**src/rtl/autoconfig_z2.sv**
```systemverilog
// Zorro II AutoConfig controller for the expansion fast RAM.
// It serves the configuration nibbles in the $E80000 window and accepts the
// base-address write or the shut-up command. Once configured it drives the RAM
// decoder controls and the CFGOUT_n daisy chain.
module autoconfig_z2 #(
  parameter logic [15:0] MANUFACTURER = 16'h0A1C,
  parameter logic [7:0]  PRODUCT      = 8'h01,
  parameter logic [31:0] SERIAL       = 32'h0000_0001
) (
  input  logic         CLKCPU,
  input  logic         RESET_n,
  input  logic [23:1]  A,
  input  logic         RW_n,
  input  logic         AS_n,
  input  logic         UDS_n,
  input  logic         JP6,
  input  logic         CFGIN_n,
  input  logic [15:12] D_IN,
  output logic [15:12] D_OUT,
  output logic         D_OE,
  output logic         DTACK_AC_n,
  output logic [7:5]   BASE_RAM,
  output logic         RAM_CONFIGURED_n,
  output logic         CFGOUT_n
);

  typedef enum logic [1:0] {StUnconf, StConfigured, StShutup} state_e;

  state_e      state_q, state_d;
  logic [2:0]  base_q, base_d;
  logic [3:0]  low_nibble_q, low_nibble_d;
  logic        done_q, done_d;
  logic        dtack_n_q, dtack_n_d;
  logic [3:0]  dout_q, rdata;
  logic [5:0]  offset;
  logic        ac_hit;
  logic        write_fire;
  logic        unused_sig;

  assign offset     = A[6:1];
  assign ac_hit     = !AS_n && !CFGIN_n && (A[23:16] == 8'hE8) && (state_q == StUnconf);
  // done_q blocks a held write from being committed again on later edges.
  assign write_fire = ac_hit && !RW_n && !UDS_n && !done_q;

  // Only A[23:16] and A[6:1] decode. The low address nibble is kept for
  // completeness, but Zorro II RAM does not use it.
  assign unused_sig = ^{A[15:7], low_nibble_q};

  // Configuration ROM contents indexed by the word offset A[6:1].
  always_comb begin
    rdata = 4'hF;
    case (offset)
      6'h00: rdata = 4'hE;                    // Zorro II, free-list link, no ROM
      6'h01: rdata = JP6 ? 4'h0 : 4'h7;       // 8 MB / 4 MB
      6'h02: rdata = ~PRODUCT[7:4];
      6'h03: rdata = ~PRODUCT[3:0];
      6'h08: rdata = ~MANUFACTURER[15:12];
      6'h09: rdata = ~MANUFACTURER[11:8];
      6'h0A: rdata = ~MANUFACTURER[7:4];
      6'h0B: rdata = ~MANUFACTURER[3:0];
      6'h0C: rdata = ~SERIAL[31:28];
      6'h0D: rdata = ~SERIAL[27:24];
      6'h0E: rdata = ~SERIAL[23:20];
      6'h0F: rdata = ~SERIAL[19:16];
      6'h10: rdata = ~SERIAL[15:12];
      6'h11: rdata = ~SERIAL[11:8];
      6'h12: rdata = ~SERIAL[7:4];
      6'h13: rdata = ~SERIAL[3:0];
      6'h20: rdata = 4'h0;
      6'h21: rdata = 4'h0;
      default: rdata = 4'hF;
    endcase
  end

  // Next state: commit writes, track the per-cycle done flag and the acknowledge.
  always_comb begin
    state_d      = state_q;
    base_d       = base_q;
    low_nibble_d = low_nibble_q;
    done_d       = done_q;
    dtack_n_d    = dtack_n_q;

    if (write_fire) begin
      done_d = 1'b1;
      case (offset)
        6'h25: low_nibble_d = D_IN;
        6'h24: begin
          base_d  = D_IN[15:13];
          state_d = StConfigured;
        end
        6'h26: state_d = StShutup;
        default: ;
      endcase
    end
    if (AS_n) begin
      done_d = 1'b0;
    end

    // The commit makes ac_hit false. done_q keeps DTACK asserted for that cycle.
    if (AS_n) begin
      dtack_n_d = 1'b1;
    end else if (ac_hit || done_q) begin
      dtack_n_d = 1'b0;
    end
  end

  // State registers, reset asynchronously so DTACK negates at once.
  always_ff @(posedge CLKCPU or negedge RESET_n) begin
    if (!RESET_n) begin
      state_q      <= StUnconf;
      base_q       <= 3'b000;
      low_nibble_q <= 4'h0;
      done_q       <= 1'b0;
      dtack_n_q    <= 1'b1;
      dout_q       <= 4'hF;
    end else begin
      state_q      <= state_d;
      base_q       <= base_d;
      low_nibble_q <= low_nibble_d;
      done_q       <= done_d;
      dtack_n_q    <= dtack_n_d;
      dout_q       <= rdata;
    end
  end

  assign D_OUT            = dout_q;
  assign D_OE             = ac_hit && RW_n && !UDS_n;
  assign DTACK_AC_n       = dtack_n_q;
  assign BASE_RAM         = base_q;
  assign RAM_CONFIGURED_n = (state_q != StConfigured);
  assign CFGOUT_n         = !((state_q == StConfigured) || (state_q == StShutup));

endmodule

```
**config.mk**
```make
export PLATFORM = sky130hd
export DESIGN_NAME = autoconfig_z2
export DESIGN_NICKNAME = d
export VERILOG_FILES = /design/src/rtl/autoconfig_z2.sv
export SDC_FILE = /design/constraint.sdc
export NUM_CORES = 1
export LEC_CHECK = 0
export CELL_PAD_IN_SITES_DETAIL_PLACEMENT = 1
export CELL_PAD_IN_SITES_GLOBAL_PLACEMENT = 1
export CORE_UTILIZATION = 23
export DETAILED_ROUTE_END_ITERATION = 8
export PLACE_DENSITY = 0.84
export SLEW_MARGIN = 10
export SYNTH_ARGS = -nofsm -noshare
export SYNTH_HDL_FRONTEND = slang
export SYNTH_SLANG_ARGS = --single-unit
```
**constraint.sdc**
```tcl
create_clock -name CLKCPU -period 2.35 [get_ports CLKCPU]
set_clock_uncertainty 0.1 [all_clocks]
set_input_delay 0.47 -clock CLKCPU [delete_from_list [all_inputs] [get_ports CLKCPU]]
set_output_delay 0.47 -clock CLKCPU [all_outputs]
set_load 0.1 [all_outputs]
```
==> summary.txt <==
Power
  • Gate power share: 22.9%
  • Power Density: 381 nW/um^2
  • Share of power burned in the clock network: 30.7%
  • NetSw: 113 uW
  • Pleak: 0.486 nW
  • Sw frac: 26.9%
  • Flop pwr share: 46.4%
  • Cell-internal power: 306 uW
  • Power Total: 419 uW
  • Max VDD drop: 0.187 mV

Finish
  • Layout cells sized above 1: 39.4%
  • Finished Layout Cells: 129
  • Fin nets: 136
  • # diodes: 0
  • Area grow syn2layout: 80.1%

Route
  • Vias/cell: 4.67
  • Pre-antenna DRT Iters: 4
  • ANT nets after route: 0
  • 1st-iter DRT viols: 4
  • Met1 wire length: 634 um
  • Met3 wire len: 74 um
  • Routed wl met2: 916 um
  • DRC: 0
  • Top Layer Used: met4
  • Drt wl/cell: 12.7 um
  • WL final: 1640 um
  • Total number of vias: 603

Synth
  • Synthesized area per cell: 10.9 um^2
  • Post-synth EDFFs: 0
  • Yosys top cell by area: dfrtp_1
  • Share of the synthesized area in the top cell type: 24.6%
  • Ys Warns: 0
  • Top_reg_cell synth: dfrtp_1
  • Syn Inst Count: 56
  • Yosys reg bits: 11
  • Asr flop ratio synth: 100%
  • Unique cell type count in the Yosys netlist: 30
  • Sequential fraction of the synthesis area: 46.1%
  • Synth Cell Area: 611 um^2
  • Net Count, Synth: 92
  • Area contributors post-synth: dfrtp_1, dfstp_2, mux2_2

Clock tree
  • CTS tree: done
  • Reg clk slew, reported paths: 0.07 ns
  • H-tree depth: 1
  • Clock insertion delay at the later pin of the skew report: 0.27 ns
  • Root Buffer: clkbuf_4
  • Inserted Clock Buffers: 3
  • Clk sinks: 11
  • Hold buffer count at CTS: 0
  • Max clock buf depth: 2

STA
  • Fmax: 0.445 GHz
  • Fin crit share: 95.7%
  • Max_slew headroom: 67.3%
  • Tmin final: 2.25 ns
  • Final hold vios: 0
  • Final setup fails: 0
  • Unrepaired setup endpoints after global routing: false
  • Worst Max-Slew Pin Slew: 0.490 ns
  • Slew Limit Fails: 0
  • Total negative slack: 0 ns

Placement
  • Dpl hpwl: 1360 um
  • Dpl cells: 123
  • Gpl congestion: 0.692
  • Number of buffers added on ports: 34

Die
  • Core box area: 2500 um^2
  • Ports: 45
  • Die width: 53.5 um
  • Initial Utilization: 24.4%
  • Die area: 2860 um^2
  • Die Height: 53.5 um
  • FP Rows: 18

Critical path
  • Worst Setup End Kind: output port
  • R2R Setup Slk: 0.39 ns
  • Worst Path Required: 1.78 ns
  • Crit start category: flip-flop
  • Setup CP Type: flip-flop to output port
  • Crit path max fanout: 2
  • Critical Path AT: 1.68 ns

GRT
  • Initial antenna violation count: 0
  • Vias in the first global route: 617
  • Largest net degree at the start of global routing: 12
  • Total GRT Usage: 12.9%
  • First-pass GRT wire length: 2560 um
  • Gr ovfl total: 0

Worst hold path
  • Worst min path class: flip-flop to flip-flop

Job
  • Max Cap Viol: 0

Run status
  • Status: complete, no violations
## cells in the mapped netlist (2+ instances only)
| library cell | instances |
|---|---|
| ha_1 | 2 |
| dfstp_2 | 5 |
| nor2_1 | 3 |
| or3_1 | 2 |
| nor2b_1 | 3 |
| nand2_1 | 2 |
| mux2_2 | 3 |
| dfrtp_1 | 6 |
| inv_1 | 6 |
| a21oi_1 | 4 |
## state kept, by name (all words and copies together) (netlist names)
| signal | count |
|---|---|
| BASE_RAM | 3 |
| DTACK_AC_n | 1 |
| state_q | 2 |
| done_q | 1 |
| D_OUT | 4 |
## per-stage QoR
| step | hold slack (ns) | util (%) | setup WS [ns] | area, um^2 |
|---|---|---|---|---|
| after floorplan | 0.0744 | - | -0.0513 | 639 |
| after global placement | 0.393 | 41.5 | -0.105 | 1040 |
| after detailed placement | 0.409 | 41.5 | -0.111 | 1040 |
| after CTS | 0.424 | 42.4 | 0.0266 | 1060 |
| after global routing | 0.446 | 44.0 | 0.00153 | 1100 |
| final | 0.417 | 44.0 | 0.101 | 1100 |
## placed cells by master, fill, tap and decap left out, drive strengths merged, types with 2 or more instances in the layout
cell and count:
dfstp 5, a21oi 4, nor3 2, mux2 3, nand2 2, dfrtp 6
dlymetal6s2s 4, clkdlybuf4s50 16, ha 2, or3 2, nor2b 3, nor2 3
inv 6, clkbuf 4, nor4b 2, buf 18, dlygate4sd2 3, nand4 2
## worst max-delay path: stages (launching register included)
cell and delay [ns]:
dfrtp_1 0.39, inv_2 0.09, ha_4 0.12, nor4b_4 0.22, nand4_4 0.14, nor3b_4 0.25, buf_12 0.20
## timing repair
| item | in CTS | in global routing |
|---|---|---|
| endpoints found under the setup margin | 1 | 1 |
| setup buffers | 0 | 2 |
| gates resized for setup | 3 | 9 |
| pin swaps | 3 | 3 |
## power by group through the flow
stage | logic [mW] | registers (mW) | clock network (mW)
3_3_place_gp | 0.0953 | 0.198 | 0
5_1_grt | 0.102 | 0.195 | 0.144
4_1_cts | 0.0974 | 0.194 | 0.135
2_1_floorplan | 0.0187 | 0.217 | 0
3_5_place_dp | 0.0989 | 0.198 | 0
6_report | 0.0959 | 0.194 | 0.128
## cell type report
cell class / instances / area, um^2
Timing Repair Buffer: 41 / 397
Sequential cell: 11 / 282
Fill cell: 296 / 1400
Inverter: 6 / 22.5
Tap cell: 30 / 37.5
Clock buffer: 4 / 26.3
Multi-Input combinational cell: 37 / 335
## metal layers
metal  vias to the layer above  GRT usage, %
met2                        20          24.8
met4                         0          9.21
li1                        288             -
met1                       293          12.1
met3                         2          2.01
met5                         -             0
## final timing paths
check                      depth (start not counted)           to        start
max in group asynchronous                          1    D_OUT[15]      RESET_n
min                                                1  BASE_RAM[7]  BASE_RAM[7]
min in group asynchronous                          1   state_q[1]      RESET_n
max                                                6         D_OE   state_q[0]
min reg2reg                                        1  BASE_RAM[7]  BASE_RAM[7]
max reg2reg                                        7  BASE_RAM[5]   state_q[0]
## cell families (layout without fill, tap and decap cells)
| logic type | count (synthesis) | after routing | synth area share (%) |
|---|---|---|---|
| simple gates | 19 | 19 | 23.0 |
| compound gates | 12 | 12 | 13.5 |
| fa+ha+maj | 2 | 2 | 4.10 |
| buf+inv | 8 | 51 | 6.15 |
| flops | 11 | 11 | 46.1 |
| mux | 4 | 4 | 7.17 |
Note: power is estimated with default switching activity, not from simulation.
==> variant, RTL diff (config.mk and constraints unchanged) <==
Register the output `RAM_CONFIGURED_n`, without a reset; this adds one clock of latency there. The other outputs are not delayed to match.
--- a/src/rtl/autoconfig_z2.sv
+++ b/src/rtl/autoconfig_z2.sv
@@ -127,7 +127,9 @@
   assign D_OE             = ac_hit && RW_n && !UDS_n;
   assign DTACK_AC_n       = dtack_n_q;
   assign BASE_RAM         = base_q;
-  assign RAM_CONFIGURED_n = (state_q != StConfigured);
+  always_ff @(posedge CLKCPU) begin
+    RAM_CONFIGURED_n <= (state_q != StConfigured);
+  end
   assign CFGOUT_n         = !((state_q == StConfigured) || (state_q == StShutup));
 
 endmodule
Function: changed (a bounded check fails within 4 cycles, from zero or initial values and one cycle with RESET_n low).
==> variant against the unedited design <==
Cell count up 2.3%. Worst hold slack better by 0.0014 ns. Register-to-register slack worse by 0.23 ns. Critical path depth unchanged. Global-route usage down 1.2 points. Design area up 3.2%. Worst setup slack better by 0.013 ns. Fmax up 0.57%. Total power up 13%. Sequential cell count up 1. Via count up 2.8%. Wire length up 0.24%. Area after synthesis up 5.9%. Largest power group unchanged.
==> variant: results (changes against the unedited design) <==
* Initial antenna violation count at 0 (unchanged)
* Vias/cell at 4.70 (was 4.67)
* Clock power frac at 0.340 (was 0.307)
* Switching Fraction at 0.250 (was 0.269)
* GRT met3 Usage at 0.0273 (was 0.0201)
* Synth Area in Compound Gates at 0.162 (was 0.135)
* Setup slack at placement at -0.0636 ns (was -0.111 ns)
* Slowest CP cell: dfrtp_1 (unchanged)
* Worst R2R Setup Slack at 0.16 ns (was 0.39 ns)
* Worst VDD drop at 0.258 mV (was 0.187 mV)
* Met2 Routed Length at 795 um (was 916 um)
* Final WS setup at 0.113 ns (was 0.101 ns)
* Synth Flop Type: dfrtp_1 (unchanged)
* Post-Syn Area at 647 um2 (was 611 um2)
* Syn nets at 94 (was 92)
* Hold Crit Class: input pin to asynchronous set/reset pin (was flip-flop to flip-flop)
* Router iterations before antenna repair at 2 (was 4)
* Wl on met1 at 627 um (was 634 um)
* Post-synth ARST share at 0.917 (was 1.00)
* Total setup buffers inserted after CTS at 1 (was 0)
* 1st-iter DRT viols at 1 (was 4)
* R2R depth at 9 (was 7)
* Post-DP Area at 0.00108 mm2 (was 0.00104 mm2)
* Final Non-Filler Cells at 132 (was 129)
* WL met3 at 207 um (was 74 um)
* Routed wire length at 1.65 mm (was 1.64 mm)
* GPL Wtd Cong at 0.711 (was 0.692)
* Slew HR at 0.679 (was 0.673)
* Cell variety after synth at 34 (was 30)
* Leakage at 0.510 nW (was 0.486 nW)
* Worst Path Max Fanout at 3 (was 2)
* Worst r2r dst: BASE_RAM[6] (was BASE_RAM[5])
* Top cells by area, synth: dfrtp_1 23%, dfstp_2 20%, mux2_2 5.2% (was dfrtp_1 25%, dfstp_2 22%, mux2_2 5.5%)
* Met1 usage at 0.126 (was 0.121)
* Total CTS buffers at 3 (unchanged)
* IO Port Bufs at 34 (unchanged)
* GRT Util Overall at 0.117 (was 0.129)
* Outcome: finished, final reports clean (unchanged)
* Commonest cells post-synth: 6 x dfrtp_1, 6 x inv_1, 5 x dfstp_2 (unchanged)
* Post-CTS resize count at 4 (was 3)
* Syn avg cell area at 11.2 um2 (was 10.9 um2)
* Met2 usage at 0.209 (was 0.248)
* Sequential element share of the synthesized area at 0.466 (was 0.461)
* Post-synth EDFFs at 0 (unchanged)
* Share of cells above drive strength 1 at 0.412 (was 0.394)
* Final setup violation count at 0 (unchanged)
* Wire length of the first global-routing pass at 2.52 mm (was 2.56 mm)
* Post-synthesis mux area share at 0.0522 (was 0.0717)
* Gate power share at 0.214 (was 0.229)
* Largest net degree at the start of global routing at 12 (unchanged)
* Total power at 0.474 mW (was 0.419 mW)
* Hold_ws at 0.419 ns (was 0.417 ns)
* Clock buffer depth at 2 (unchanged)
* Fin nets at 139 (was 136)
* Post-Synth Adder-Cell Area at 0.0387 (was 0.0410)
* Vias in the first global route at 616 (was 617)
* CP arrival at 1.67 ns
* DP HPWL at 1.33 mm (was 1.36 mm)
[variant: area by class of cell]
type | instances | area [um2]
fill | 303 | 1430
timing repair buffer | 42 | 398
multi-input combinational | 38 | 339
sequential | 12 | 302
tap | 30 | 37.5
clock buffer | 4 | 36.3
inverter | 6 | 22.5
[variant: how the worst max path moves through the flow]
stage                from     endpoint  slack (ns)  depth (start not counted)
2_1_floorplan       A[16]         D_OE       -0.06                          3
3_3_place_gp         AS_n         D_OE       -0.05                          5
3_5_place_dp         AS_n  BASE_RAM[6]       -0.06                          6
4_1_cts           CFGIN_n         D_OE        0.02                          5
5_1_grt        state_q[1]         D_OE        0.02                          6
6_report       state_q[0]         D_OE        0.11                          6
[variant: worst reg2reg max path, delay by kind of cell, from the launching register on]
kind | cells | cell delay (ns)
flops | 1 | 0.40
mux | 1 | 0.37
fa+ha+maj | 1 | 0.14
simple gates | 3 | 0.59
buf+inv | 4 | 0.49
